### config.mk
export PLATFORM = sky130hd
export DESIGN_NAME = uart_mmio_bridge
export DESIGN_NICKNAME = d
export VERILOG_FILES = /design/src/rtl/uart_mmio_bridge.sv
export SDC_FILE = /design/constraint.sdc
export NUM_CORES = 1
export LEC_CHECK = 0
export ABC_AREA = 1
export CAP_MARGIN = 10
export CORE_AREA = 2 2 98 100
export CTS_CLUSTER_DIAMETER = 120
export DETAILED_ROUTE_END_ITERATION = 10
export DIE_AREA = 0 0 100 102
export GPL_TIMING_DRIVEN = 0
export PLACE_DENSITY = 0.84
export SLEW_MARGIN = 20
export SYNTH_ARGS = -nofsm -noshare
export SYNTH_HDL_FRONTEND = slang
export SYNTH_SLANG_ARGS = --single-unit
### constraint.sdc
create_clock -name sysclk -period 4.4 [get_ports sysclk]
set_input_delay 0.88 -clock sysclk [delete_from_list [all_inputs] [get_ports sysclk]]
set_output_delay 0.88 -clock sysclk [all_outputs]
set_load 0.03 [all_outputs]
### src/rtl/uart_mmio_bridge.sv
`default_nettype none
// ============================================================================
// uart_mmio_bridge : MMIO front end (TXD/RXD/CON) between CPU data port and UART.
// Define UART_RX_FIFO_EN for an RX_DEPTH-entry RX FIFO; otherwise a 1-byte holding register.
// Revision: 1.0
// ============================================================================
module uart_mmio_bridge #(
    parameter logic [31:0] BASE_ADDR = 32'h40000018,
    parameter int          TX_DEPTH  = 8,
    parameter int          RX_DEPTH  = 8
) (
    input  logic        sysclk,
    input  logic        reset,
    input  logic [31:0] addr,
    input  logic [31:0] wdata,
    input  logic        MemWrite,
    input  logic        MemRead,
    output logic [31:0] rdata,
    output logic        irq,
    output logic [7:0]  UART_TXD,
    output logic        TX_EN,
    input  logic        TX_STATUS,
    input  logic [7:0]  UART_RXD,
    input  logic        RX_EFF,
    output logic        RX_READ
);

    localparam int TX_AW = $clog2(TX_DEPTH);

    typedef enum logic [1:0] {
        TX_IDLE      = 2'd0,
        TX_SEND      = 2'd1,
        TX_WAIT_BUSY = 2'd2,
        TX_WAIT_IDLE = 2'd3
    } tx_state_e;

    typedef enum logic [1:0] {
        RX_WAIT = 2'd0,
        RX_ACK  = 2'd1,
        RX_DROP = 2'd2
    } rx_state_e;

    if ((TX_DEPTH < 2) || ((TX_DEPTH & (TX_DEPTH - 1)) != 0)) begin : g_bad_tx_depth
        $error("TX_DEPTH must be a power of two >= 2");
    end
    if ((RX_DEPTH < 2) || ((RX_DEPTH & (RX_DEPTH - 1)) != 0)) begin : g_bad_rx_depth
        $error("RX_DEPTH must be a power of two >= 2");
    end

    tx_state_e      tx_state_q;
    rx_state_e      rx_state_q;
    logic [7:0]     uart_txd_q;
    logic           tx_en_q;
    logic           rx_read_q;
    logic           ovf_q;
    logic           rx_ie_q;
    logic           tx_ie_q;
    logic           irq_q;

    logic [7:0]     tx_mem_q [TX_DEPTH];
    logic [TX_AW:0] tx_wptr_q;
    logic [TX_AW:0] tx_rptr_q;

    logic           w_sel_txd;
    logic           w_sel_rxd;
    logic           w_sel_con;
    logic           w_tx_wr;
    logic           w_con_wr;
    logic           w_tx_empty;
    logic           w_tx_full;
    logic           w_tx_push;
    logic           w_tx_pop;
    logic [7:0]     w_tx_head;
    logic           w_rx_empty;
    logic           w_rx_full;
    logic           w_rx_push;
    logic           w_rx_pop;
    logic [7:0]     w_rx_head;
    logic           w_unused;

    assign w_sel_txd = (addr == BASE_ADDR);
    assign w_sel_rxd = (addr == BASE_ADDR + 32'd4);
    assign w_sel_con = (addr == BASE_ADDR + 32'd8);
    assign w_tx_wr   = MemWrite & w_sel_txd;
    assign w_con_wr  = MemWrite & w_sel_con;
    assign w_unused  = &{1'b0, wdata[31:8]};

    // Full/empty come from registered pointers only, so a drain pop never frees room for a same-cycle push.
    assign w_tx_empty = (tx_wptr_q == tx_rptr_q);
    assign w_tx_full  = (tx_wptr_q[TX_AW] != tx_rptr_q[TX_AW]) &&
                        (tx_wptr_q[TX_AW-1:0] == tx_rptr_q[TX_AW-1:0]);
    assign w_tx_head  = tx_mem_q[tx_rptr_q[TX_AW-1:0]];
    assign w_tx_push  = w_tx_wr & ~w_tx_full;
    assign w_tx_pop   = (tx_state_q == TX_IDLE) & ~w_tx_empty & TX_STATUS;

    assign w_rx_push  = (rx_state_q == RX_WAIT) & RX_EFF & ~w_rx_full;
    assign w_rx_pop   = MemRead & w_sel_rxd & ~w_rx_empty;

    always_ff @(posedge sysclk) begin
        if (w_tx_push) begin
            tx_mem_q[tx_wptr_q[TX_AW-1:0]] <= wdata[7:0];
        end
    end

    always_ff @(posedge sysclk) begin
        if (reset) begin
            tx_wptr_q <= '0;
            tx_rptr_q <= '0;
        end else begin
            if (w_tx_push) begin
                tx_wptr_q <= tx_wptr_q + 1'b1;
            end
            if (w_tx_pop) begin
                tx_rptr_q <= tx_rptr_q + 1'b1;
            end
        end
    end

`ifdef UART_RX_FIFO_EN
    localparam int RX_AW = $clog2(RX_DEPTH);

    logic [7:0]     rx_mem_q [RX_DEPTH];
    logic [RX_AW:0] rx_wptr_q;
    logic [RX_AW:0] rx_rptr_q;

    assign w_rx_empty = (rx_wptr_q == rx_rptr_q);
    assign w_rx_full  = (rx_wptr_q[RX_AW] != rx_rptr_q[RX_AW]) &&
                        (rx_wptr_q[RX_AW-1:0] == rx_rptr_q[RX_AW-1:0]);
    assign w_rx_head  = rx_mem_q[rx_rptr_q[RX_AW-1:0]];

    always_ff @(posedge sysclk) begin
        if (w_rx_push) begin
            rx_mem_q[rx_wptr_q[RX_AW-1:0]] <= UART_RXD;
        end
    end

    always_ff @(posedge sysclk) begin
        if (reset) begin
            rx_wptr_q <= '0;
            rx_rptr_q <= '0;
        end else begin
            if (w_rx_push) begin
                rx_wptr_q <= rx_wptr_q + 1'b1;
            end
            if (w_rx_pop) begin
                rx_rptr_q <= rx_rptr_q + 1'b1;
            end
        end
    end
`else
    logic [7:0] rx_data_q;
    logic       rx_valid_q;

    assign w_rx_empty = ~rx_valid_q;
    assign w_rx_full  = rx_valid_q;
    assign w_rx_head  = rx_data_q;

    always_ff @(posedge sysclk) begin
        if (w_rx_push) begin
            rx_data_q <= UART_RXD;
        end
    end

    // Push needs an empty holder and pop needs a full one, so they never coincide.
    always_ff @(posedge sysclk) begin
        if (reset) begin
            rx_valid_q <= 1'b0;
        end else if (w_rx_push) begin
            rx_valid_q <= 1'b1;
        end else if (w_rx_pop) begin
            rx_valid_q <= 1'b0;
        end
    end
`endif

    always_ff @(posedge sysclk) begin
        if (reset) begin
            tx_state_q <= TX_IDLE;
            uart_txd_q <= '0;
            tx_en_q    <= 1'b0;
        end else begin
            tx_en_q <= 1'b0;
            case (tx_state_q)
                TX_IDLE: begin
                    if (w_tx_pop) begin
                        uart_txd_q <= w_tx_head;
                        tx_state_q <= TX_SEND;
                    end
                end
                TX_SEND: begin
                    tx_en_q    <= 1'b1;
                    tx_state_q <= TX_WAIT_BUSY;
                end
                TX_WAIT_BUSY: begin
                    if (!TX_STATUS) begin
                        tx_state_q <= TX_WAIT_IDLE;
                    end
                end
                TX_WAIT_IDLE: begin
                    if (TX_STATUS) begin
                        tx_state_q <= TX_IDLE;
                    end
                end
                default: tx_state_q <= TX_IDLE;
            endcase
        end
    end

    // DROP holds off re-capture until the UART has withdrawn the byte it was acknowledged for.
    always_ff @(posedge sysclk) begin
        if (reset) begin
            rx_state_q <= RX_WAIT;
            rx_read_q  <= 1'b0;
        end else begin
            rx_read_q <= 1'b0;
            case (rx_state_q)
                RX_WAIT: begin
                    if (w_rx_push) begin
                        rx_read_q  <= 1'b1;
                        rx_state_q <= RX_ACK;
                    end
                end
                RX_ACK: begin
                    rx_state_q <= RX_DROP;
                end
                RX_DROP: begin
                    if (!RX_EFF) begin
                        rx_state_q <= RX_WAIT;
                    end
                end
                default: rx_state_q <= RX_WAIT;
            endcase
        end
    end

    always_ff @(posedge sysclk) begin
        if (reset) begin
            ovf_q   <= 1'b0;
            rx_ie_q <= 1'b0;
            tx_ie_q <= 1'b0;
            irq_q   <= 1'b0;
        end else begin
            if (w_tx_wr && w_tx_full) begin
                ovf_q <= 1'b1;
            end else if (w_con_wr && wdata[3]) begin
                ovf_q <= 1'b0;
            end
            if (w_con_wr) begin
                rx_ie_q <= wdata[4];
                tx_ie_q <= wdata[5];
            end
            irq_q <= (rx_ie_q & ~w_rx_empty) |
                     (tx_ie_q & w_tx_empty & (tx_state_q == TX_IDLE));
        end
    end

    always_comb begin
        rdata = 32'd0;
        if (w_sel_rxd) begin
            rdata = w_rx_empty ? 32'd0 : {24'd0, w_rx_head};
        end else if (w_sel_con) begin
            rdata = {26'd0, tx_ie_q, rx_ie_q, ovf_q, w_rx_empty, w_tx_empty, w_tx_full};
        end
    end

    assign irq      = irq_q;
    assign UART_TXD = uart_txd_q;
    assign TX_EN    = tx_en_q;
    assign RX_READ  = rx_read_q;

endmodule
`default_nettype wire
=== Yosys cells after proc, flatten, opt, wreduce, memory -nomap -nowiden ===
Memory sizes are Yosys's and may differ from the RTL's. A register that Yosys moved wholly into a read port is not among the register bits.
Index checks and enable logic that the tools add are counted.

* Register bits after elaboration: 27
* Latch bits: 0
* Memory bits (writable): 64
* Bits in read-only memories: 0
* Bits of input ports: 78
* Output and inout bits: 43
* Word-level logic and storage cells: 77
* Memories kept: 1

* Add/sub/neg operators: 2
* Multipliers: 0
* Divide/modulo/power cells: 0
* $lt $le $gt $ge: 0
* Equal/unequal tests: 16
* Shifts and indexed selects: 0
* Multiplexer cells: 18
* Bitwise gates (word level): 17
* Reduce and logical (&&, ||, !) cells: 11

{| class="wikitable"
|+ Memory list
! name !! words !! width !! read ports !! clocked after memory_dff !! write ports !! RTL line !! text
|-
| tx_mem_q || 8 || 8 || 1 || 1 || 1 || 60 || <nowiki>logic [7:0] tx_mem_q [TX_DEPTH];</nowiki>
|}

{| class="wikitable"
|+ Operators with widths
! kind !! count
|-
| equality test 32 x 31 -> 1 bit (second input constant) || 3
|-
| two-way mux 8 bit || 2
|-
| bitwise AND 1 bit || 12
|-
| two-way mux 2 bit || 5
|-
| inequality test 2 bit (second input constant) || 5
|-
| adder 4 x 1 -> 4 bit (second input constant) || 2
|-
| two-way mux 1 bit || 8
|-
| case mux 2 bit (4 select lines) || 1
|-
| equality test 2 bit (second input constant) || 3
|-
| two-way mux 6 bit || 1
|-
| case mux 2 bit (3 select lines) || 1
|-
| equality test 2 x 1 -> 1 bit (second input constant) || 2
|-
| equality test 4 bit || 1
|-
| logical NOT 2 bit || 2
|-
| NOT 1 bit || 4
|-
| AND reduction 2 bit || 2
|-
| nonzero test 2 bit || 2
|-
| equality test 3 bit || 1
|-
| logical AND 1 bit || 3
|-
| AND reduction 3 bit || 1
|-
| OR reduction 2 bit || 1
|-
| inequality test 1 bit || 1
|-
| bitwise OR 1 bit || 1
|}

=== Logic depth before layout (Yosys ltp) ===
Gate-level depths: netlist (run 1).

* Depth after elaboration: 6
* Depth in mapped cells: 10
* Gate-level depth less buffers: 10

=== Least setup slack after synthesis (run 1) ===
OpenSTA, ideal clock, no wires.

* Path kind: input-to-output
* Start point: input port addr[23]
* End point: output port rdata[2]
* Data arrival time: 2214 ps
* Path slack: 1306 ps
* Stages on the path: 7
* Cells stage by stage: nor2_1 -> nand2_1 -> nor2_1 -> nand2_2 -> nor2_2 -> inv_1 -> o21ai_0

* Word-level cells in the longest chain between the ends: 3
* Elaborated cells between the ends (all ways): 4
* Those cells by class: eq/ne: 2; mux: 2

{| class="wikitable"
|+ RTL lines
! item !! RTL line !! text
|-
| start, declared || 14 || <nowiki>input logic [31:0] addr,</nowiki>
|-
| equality test 32 x 31 -> 1 bit || 83 || <nowiki>assign w_sel_con = (addr == BASE_ADDR + 32'd8);</nowiki>
|-
| two-way mux 6 bit || 261 || <nowiki>end else if (w_sel_con) begin</nowiki>
|-
| two-way mux 8 bit * || 259 || <nowiki>if (w_sel_rxd) begin</nowiki>
|-
| end, declared || 18 || <nowiki>output logic [31:0] rdata,</nowiki>
|}

Every way passes the cells marked *; elsewhere a longest branch is shown, timed or not.

=== Worst setup path in the final report (run 1) ===
* Start point: input port addr[30]
* End point: output port rdata[2]

The elaborated chain is that of the path after synthesis.

==> impl_results.md, run 1 <==
* Largest net degree at the start of global routing at 20
* HPWL after DPL at 7.80 mm
* IR Drop Worst-Case VDD at 0.000176 V
* PwrDens at 323 nW/µm²
* Vias/cell at 5.14
* Multi-input gate area at 1690 µm²
* Slew Viols, Final at 0
* CP cell instances: clkdlybuf4s50_1 -> inv_1 -> nor2_1 -> nand2_1 -> nor2_1 -> nand2_2 -> nor2_2 -> inv_1 -> o21ai_0 -> clkdlybuf4s50_1
* WL/cell at 15.2 µm
* Hold buffer count at CTS at 0
* # rows at 35
* Maximum clock path buffer count at 2
* IO buf count at 70
* Post-route DRC at 0
* Final Hold Fails at 0
* CTS buffer count at 9
* Global-route wire length before repair at 17.1 mm
* Clk Latency, worst-skew pair at 370 ps
* Area growth syn-to-layout at 24.4%
* Pre-Repair DR Iteration Count at 5
* Io pins at 121
* Crit-path max FO at 7
* Slowest library cell on the worst path: clkdlybuf4s50_1
* GRT Overall Usage at 0.220
* DRT iter0 DRCs at 245
* Initial core utilization at 0.518
* Switching pwr at 0.000504 W
* Vias in the first global route at 3497
* Root Buffer: clkbuf_8
* CP Capture Type: output pin
* CTS tree: built
* Post-route total power at 0.00190 W
* Layout cells sized above 1 at 0.158
* Worst Setup SP: addr[30]
* CP Class: input pin to output pin
* Max_slew headroom at 0.273
* Setup TNS at 0 ps
* Initial antenna violation count at 0
* Internal Pwr Total at 0.00140 W
* Final min period at 3930 ps
* Remaining global-route overflow at 0
* CP Launch Type: input pin
* Inserted Diodes at 0
* Post-Syn Area per Cell at 9.56 µm²
* H-tree levels at 3
* Post-cts sizing count at 0
* Syn Inst Count at 494
* Fin nets at 682
* Total clock sinks at 99
* Final Cycle Share at 0.893
* Post-CTS Setup Bufs at 0
* Data arrival, critical path at 3050 ps
* Startpoint of the worst register-to-register path: tx_wptr_q[1]
* Post-Syn Area at 4720 µm²
* Outcome: completed
* Max-Cap Viols at 0
* Die width at 100 µm
* Register area share after synthesis at 0.572
* Clk_skew at 14.4 ps
* RePlAce Congestion at 0.833
* Hold WC Path Type: flip-flop to flip-flop
* Switching share of power at 0.266
* Setup violators final at 0
* WP data required at 3520 ps
* Fillcell total at 711
* Yosys cell types at 35
* Synthesized flop and latch total at 99
* Logic gate share of total power at 0.124
* CORE AREA at 9110 µm²
* LEAKAGE at 2.23 nW
* Clock share of power at 0.333
* Final core occ at 0.645
* WL final at 10.9 mm
* Antenna Nets Post-Route at 0
* Peak Freq at 254 MHz
* Reg clk slew, reported paths at 110 ps
* Hold_sp: rx_state_q[1]
* RSZ-0062 raised after global routing: false
* Synthesis Warnings at 0
* Die Area at 10200 µm²
* Vias at 3670
* Reg power frac at 0.543
* Worst-Margin Slew at 1080 ps
* FF+latch area at 2700 µm²
* Die Height at 102 µm
* Critical Path Max Stage Delay at 720 ps
-- cell usage after synthesis --
library cell  count  area [µm²]
nand2_1          76         285
nor3_2            7        70.1
buf_4            27         203
a21oi_2           1        8.76
inv_1            24        90.1
xor2_1            3        26.3
nor2_1          108         405
nand3_1          12        60.1
a21oi_1          18        90.1
buf_1             1        3.75
inv_2             4        15.0
clkbuf_2          1        5.00
a211oi_1          1        7.51
nor3_1            4        20.0
inv_6             1        8.76
o21ai_1          13        65.1
buf_6             5        56.3
edfxtp_1         72        2160
clkbuf_1          1        3.75
nand4_2           2        25.0
nand3b_1          1        7.51
ha_1              6        75.1
nor2_4            2        22.5
o31ai_1           1        7.51
nand2_4           3        33.8
nand4_4           2        42.5
nand4_1           2        12.5
nand2_2           8        50.1
o21ai_0          45         225
conb_1            1        3.75
dfxtp_1          27         541
buf_2             8        40.0
nor2_2            4        25.0
clkinv_1          1        3.75
nand3_2           2        20.0
-- worst paths after layout --
path | to | slack [ps] | cells after the start
worst max-delay path | rdata[2] | 470 | 10
worst min register to register | rx_state_q[1] | 470 | 1
worst min-delay path | rx_state_q[1] | 470 | 1
worst max register to register | tx_mem_q[6][3] | 2000 | 6
-- kinds of logic (layout without fill, tap and decap cells) --
| family | count (synthesis) | in the layout | synth area share |
|---|---|---|---|
| simple gates | 233 | 233 | 0.229 |
| flops | 99 | 99 | 0.572 |
| other cells | 1 | 24 | 0.000794 |
| xor+xnor | 3 | 3 | 0.00557 |
| fa+ha+maj | 6 | 6 | 0.0159 |
| buf+inv | 73 | 159 | 0.0909 |
| compound gates | 79 | 79 | 0.0856 |
-- flip-flops by register name, summed over array words and instances (netlist names), 2 cells and up --
name        cells
rx_data_q       8
tx_rptr_q       4
UART_TXD        8
tx_state_q      2
rx_state_q      2
tx_mem_q       64
tx_wptr_q       4
-- layout by cell type, fill, tap and decap left out, types with 4 or more instances in the layout --
master | Yosys | final
buf_4 | 27 | 27
clkdlybuf4s50_1 | 0 | 70
dfxtp_1 | 27 | 27
edfxtp_1 | 72 | 72
inv_1 | 24 | 24
nand2_2 | 8 | 8
buf_2 | 8 | 8
a21oi_1 | 18 | 18
nand3_1 | 12 | 12
inv_2 | 4 | 4
o21ai_1 | 13 | 13
nor2_2 | 4 | 4
o21ai_0 | 45 | 45
buf_6 | 5 | 5
nor2_1 | 108 | 108
clkbuf_8 | 0 | 9
nand2_1 | 76 | 76
nor3_2 | 7 | 9
conb_1 | 1 | 24
ha_1 | 6 | 6
-- critical path: cells and delay by family --
family | cells | cell delay, ps
AO/OA/AOI/OAI | 1 | 180
buffers and inverters | 4 | 1350
AND/OR/NAND/NOR | 5 | 660
-- stage by stage --
step                cell area (µm²)  instances  hold WS (ps)  setup slack, ps
floorplan                      4810        517           420             1310
global placement               5650        698           431              498
detailed placement             5650        698           456              443
global route                   5870        714           491              264
finish                         5870        714           469              469
CTS                            5860        714           474              456
-- routing by layer --
| metal | share of wire | up-vias | GRT usage |
|---|---|---|---|
| met5 | 0 | - | 0 |
| met4 | 0.026 | 0 | 0.0980 |
| met1 | 0.41 | 1678 | 0.264 |
| li1 | - | 1801 | - |
| met2 | 0.50 | 164 | 0.386 |
| met3 | 0.069 | 27 | 0.0451 |
-- final cells by class --
| type | instances | area share |
|---|---|---|
| flip-flops and latches | 99 | 0.460 |
| multi-input cells | 345 | 0.287 |
| repair buffers | 70 | 0.119 |
| plain buffers | 43 | 0.0530 |
| well taps | 111 | 0.0236 |
| clock buffers | 9 | 0.0211 |
| inverters | 30 | 0.0200 |
| clock inverters | 7 | 0.0158 |
-- power groups by stage --
stage | clock [W] | combinational [W] | sequential (W)
CTS | 0.000633 | 0.000234 | 0.00103
global placement | 0 | 0.000218 | 0.00105
detailed placement | 0 | 0.000231 | 0.00105
global route | 0.000669 | 0.000255 | 0.00103
floorplan | 0 | 0.000136 | 0.00106
finish | 0.000632 | 0.000235 | 0.00103
Power figures use the tool's default switching activity.
==> inputs of run 2 (changes only) <==
--- a/config.mk
+++ b/config.mk
@@ -12,7 +12,7 @@
 export DETAILED_ROUTE_END_ITERATION = 10
 export DIE_AREA = 0 0 100 102
 export GPL_TIMING_DRIVEN = 0
-export PLACE_DENSITY = 0.84
+export PLACE_DENSITY_LB_ADDON = 0.2
 export SLEW_MARGIN = 20
 export SYNTH_ARGS = -nofsm -noshare
 export SYNTH_HDL_FRONTEND = slang
==> impl_results.md, run 2 (same netlist as run 1, synthesis figures left out) <==
* Fillcell total at 791
* Place WS at 475 ps
* Setup violators final at 0
* Final min period at 3900 ps
* Max-Cap Viols at 0
* Die width at 100 µm
* Max_slew headroom at 0.465
* Cells on worst reg2reg path at 6
* Global-route wire length before repair at 16.8 mm
* Critical Path Max Stage Delay at 700 ps
* Crit-path max FO at 6
* Post-CTS Setup Bufs at 0
* HPWL after DPL at 7.66 mm
* Data arrival, critical path at 3020 ps
* Die Area at 10200 µm²
* H-tree levels at 3
* Remaining global-route overflow at 0
* CP Class: input pin to output pin
* Vias/cell at 5.13
* Area growth syn-to-layout at 24.3%
* WL/cell at 14.9 µm
* RSZ-0062 raised after global routing: false
* Clk Latency, worst-skew pair at 380 ps
* Final Hold Fails at 0
* RePlAce Congestion at 0.843
* Largest net degree at the start of global routing at 19
* # rows at 35
* Peak Freq at 256 MHz
* GRT Overall Usage at 0.217
* DRT iter0 DRCs at 274
* CTS tree: built
* Outcome: completed
* Clk_skew at 14.0 ps
* Commonest non-fill, non-tap cell in the layout: nor2_1
* Root Buffer: clkbuf_8
* IO buf count at 70
* Setup TNS at 0 ps
* Slowest library cell on the worst path: clkdlybuf4s50_1
* Setup WS post-layout at 497 ps
* Pre-Repair DR Iteration Count at 5
* Final Cycle Share at 0.887
* Worst-Margin Slew at 800 ps
* Inserted Diodes at 0
* Antenna Nets Post-Route at 0
* Die Height at 102 µm
* Layout cells sized above 1 at 0.158
* CP cell instances: clkdlybuf4s50_1 -> inv_1 -> nor2_1 -> nand2_1 -> nor2_1 -> nand2_2 -> nor2_4 -> nand3_2 -> inv_2 -> nand2_1 -> o21ai_1 -> clkdlybuf4s50_1
* Total clock sinks at 99
* Dpl cells at 698
* CORE AREA at 9110 µm²
* Maximum clock path buffer count at 2
* Post-route DRC at 0
* Hold buffer count at CTS at 0
* Hold WC Path Type: flip-flop to flip-flop
* CP Capture Type: output pin
* WHS Path Cells at 1
* Slew Viols, Final at 0
* WP data required at 3520 ps
* Vias in the first global route at 3497
* LEAKAGE at 2.23 nW
* Vias at 3661
* Post-cts sizing count at 0
* Initial antenna violation count at 0
* Fin nets at 682
* Fin cells at 714
* Final core occ at 0.644
* Io pins at 121
* Initial core utilization at 0.518
* PwrDens at 320 nW/µm²
* Leading cell types in the layout, fill and taps excluded: nor2_1, nand2_1, edfxtp_1, clkdlybuf4s50_1, o21ai_0
* WL final at 10.6 mm
* IR Drop Worst-Case VDD at 0.000177 V
* Max reg flops at 64
* Reg clk slew, reported paths at 100 ps
* CP Launch Type: input pin
* CTS buffer count at 9
==> run 2: cell types whose count changed in the layout (fill, tap and decap cells not counted), sizes merged <==
| cell | change |
|---|---|
| clkinvlp | -1 |
| clkinv | +1 |
==> run 2: stage by stage <==
step	area, µm²	hold WS, ps	total power [W]
finish	5870	459	0.00188
global route	5870	469	0.00196
CTS	5870	463	0.00188
detailed placement	5660	443	0.00128
global placement	5650	433	0.00127
floorplan	4810	420	0.00119
==> run 2: power breakdown <==
part           switching, W  internal (W)
combinational      0.000133     0.0000968
sequential        0.0000123       0.00102
clock              0.000342      0.000274
total              0.000488       0.00139
==> run 2: layout make-up <==
class | count | area [µm²] | share of cell area
well taps | 111 | 139 | 0.0237
inverters | 30 | 118 | 0.0200
repair buffers | 70 | 701 | 0.119
clock buffers | 9 | 124 | 0.0211
flip-flops and latches | 99 | 2700 | 0.460
multi-input cells | 345 | 1690 | 0.288
clock inverters | 7 | 83.8 | 0.0143
plain buffers | 43 | 312 | 0.0531
==> run 2: worst paths after layout <==
kind                                     from              to  slack, ps
worst min register to register  rx_state_q[1]   rx_state_q[1]        460
worst max register to register   tx_wptr_q[1]  tx_mem_q[1][3]       2230
worst min-delay path            rx_state_q[1]   rx_state_q[1]        460
worst max-delay path                 addr[30]        rdata[0]        500
==> run 2: worst max-delay path, delay by kind of cell <==
kind	cells	cell delay (ps)
AOI/OAI and AO/OA	1	70
buffers and inverters	4	1330
and+or+nand+nor	7	740
==> run 2: per-layer routing <==
metal | wire length (µm) | vias up | global-route usage | part of all wire
met5 | 0 | - | 0 | 0
met4 | 182 | 0 | 0.0854 | 0.017
met3 | 631 | 16 | 0.0308 | 0.060
met2 | 5060 | 123 | 0.364 | 0.48
met1 | 4730 | 1708 | 0.288 | 0.45
li1 | - | 1814 | - | -
==> inputs of run 3 (changes only) <==
--- a/config.mk
+++ b/config.mk
@@ -7,10 +7,10 @@
 export LEC_CHECK = 0
 export ABC_AREA = 1
 export CAP_MARGIN = 10
-export CORE_AREA = 2 2 98 100
+export CORE_AREA = 2 2 109 90
 export CTS_CLUSTER_DIAMETER = 120
 export DETAILED_ROUTE_END_ITERATION = 10
-export DIE_AREA = 0 0 100 102
+export DIE_AREA = 0 0 111 92
 export GPL_TIMING_DRIVEN = 0
 export PLACE_DENSITY_LB_ADDON = 0.2
 export SLEW_MARGIN = 20
==> impl_results.md, run 3 (same netlist as run 1, synthesis figures left out) <==
* Place WS at 504 ps
* CP Capture Type: output pin
* Hold WC Path Type: flip-flop to flip-flop
* Post-CTS Setup Bufs at 0
* Post-cts sizing count at 0
* LEAKAGE at 2.27 nW
* # rows at 32
* Final min period at 3910 ps
* GRT Overall Usage at 0.210
* Fin cells at 722
* Data arrival, critical path at 3030 ps
* Inserted Diodes at 0
* Clk_skew at 6.45 ps
* Max_slew headroom at 0.471
* CTS tree: built
* IO buf count at 70
* Die Height at 92 µm
* Total clock sinks at 99
* Reg clk slew, reported paths at 70 ps
* Final Cycle Share at 0.888
* Initial antenna violation count at 0
* RePlAce Congestion at 0.833
* Setup TNS at 0 ps
* Reg2Reg Setup Slack at 2260 ps
* CORE AREA at 9250 µm²
* FF+latch area at 2700 µm²
* CP Class: input pin to output pin
* WP data required at 3520 ps
* Die Area at 10200 µm²
* Setup violators final at 0
* Fillcell total at 761
* Global-route wire length before repair at 16.6 mm
* Vias in the first global route at 3384
* Crit-path max FO at 6
* Post-route DRC at 0
* Worst-Margin Slew at 788 ps
* Layout cells sized above 1 at 0.159
* Clk Latency, worst-skew pair at 340 ps
* Slew Viols, Final at 0
* Max-Cap Viols at 0
* Vias at 3639
* Setup WS post-layout at 495 ps
* Outcome: completed
* Dpl cells at 706
* Io pins at 121
* Initial core utilization at 0.510
* Commonest non-fill, non-tap cell in the layout: nor2_1
* Fin nets at 682
* Final Hold Fails at 0
* Max reg flops at 64
* Multi-input gate area at 1690 µm²
* Leading cell types in the layout, fill and taps excluded: nor2_1, nand2_1, edfxtp_1, clkdlybuf4s50_1, o21ai_0
* CTS buffer count at 9
* Pre-Repair DR Iteration Count at 6
* Hold buffer count at CTS at 0
* Die width at 111 µm
* Root Buffer: clkbuf_16
* Placed cell area at 5670 µm²
* PwrDens at 347 nW/µm²
* Peak Freq at 256 MHz
* WL final at 10.6 mm
* Largest net degree at the start of global routing at 19
* Maximum clock path buffer count at 2
* Antenna Nets Post-Route at 0
* WL/cell at 14.7 µm
* H-tree levels at 3
* HPWL after DPL at 7.62 mm
* DRT iter0 DRCs at 301
* RSZ-0062 raised after global routing: false
* Remaining global-route overflow at 0
* IR Drop Worst-Case VDD at 0.000195 V
* Area growth syn-to-layout at 26.7%
* Final core occ at 0.647
* CP Launch Type: input pin
* Post-route cell area at 5980 µm²
* Vias/cell at 5.04
[run 3: changes by cell type in the layout (fill, tap and decap cells not counted)]
cell	previous run	this run
clkinvlp_4	1	2
clkbuf_16	0	9
inv_8	3	1
inv_6	1	3
clkbuf_8	9	0
clkinv_1	2	1
[run 3: cell type report]
cell class,instances,area share
plain buffers,43,0.0521
clock buffers,9,0.0377
clock inverters,7,0.0138
inverters,30,0.0197
multi-input cells,345,0.283
flip-flops and latches,99,0.452
well taps,119,0.0249
repair buffers,70,0.117
[run 3: final timing paths]
check | from | depth (start not counted) | endpoint
hold reg to reg | rx_state_q[1] | 1 | rx_state_q[1]
setup / recovery | addr[30] | 12 | rdata[0]
setup reg to reg | tx_wptr_q[1] | 6 | tx_mem_q[0][3]
hold / removal | rx_state_q[1] | 1 | rx_state_q[1]
[run 3: where the power goes]
group	switching, W	internal, W	leakage (nW)	total (W)
sequential	0.0000121	0.00102	0.869	0.00103
clock	0.000359	0.000450	0.145	0.000809
combinational	0.000134	0.0000965	1.26	0.000231
total	0.000506	0.00157	2.27	0.00207
[run 3: metal layers]
metal | vias to the layer above | track usage | part of all wire
li1 | 1804 | - | -
met2 | 116 | 0.347 | 0.48
met4 | 0 | 0.0479 | 0.0069
met1 | 1712 | 0.290 | 0.44
met5 | - | 0 | 0
met3 | 7 | 0.0423 | 0.070
[run 3: stage by stage]
stage	power, W	hold WS [ps]
2_1_floorplan	0.00119	420
3_3_place_gp	0.00127	432
3_5_place_dp	0.00128	439
4_1_cts	0.00208	454
5_1_grt	0.00214	479
6_report	0.00207	456
[run 3: worst max-delay path, cell delays in order]
cell,delay (ps)
clkdlybuf4s50_1,450
inv_1,40
nor2_1,80
nand2_1,50
nor2_1,110
nand2_2,100
nor2_4,210
nand3_2,140
inv_2,120
nand2_1,60
o21ai_1,90
clkdlybuf4s50_1,690
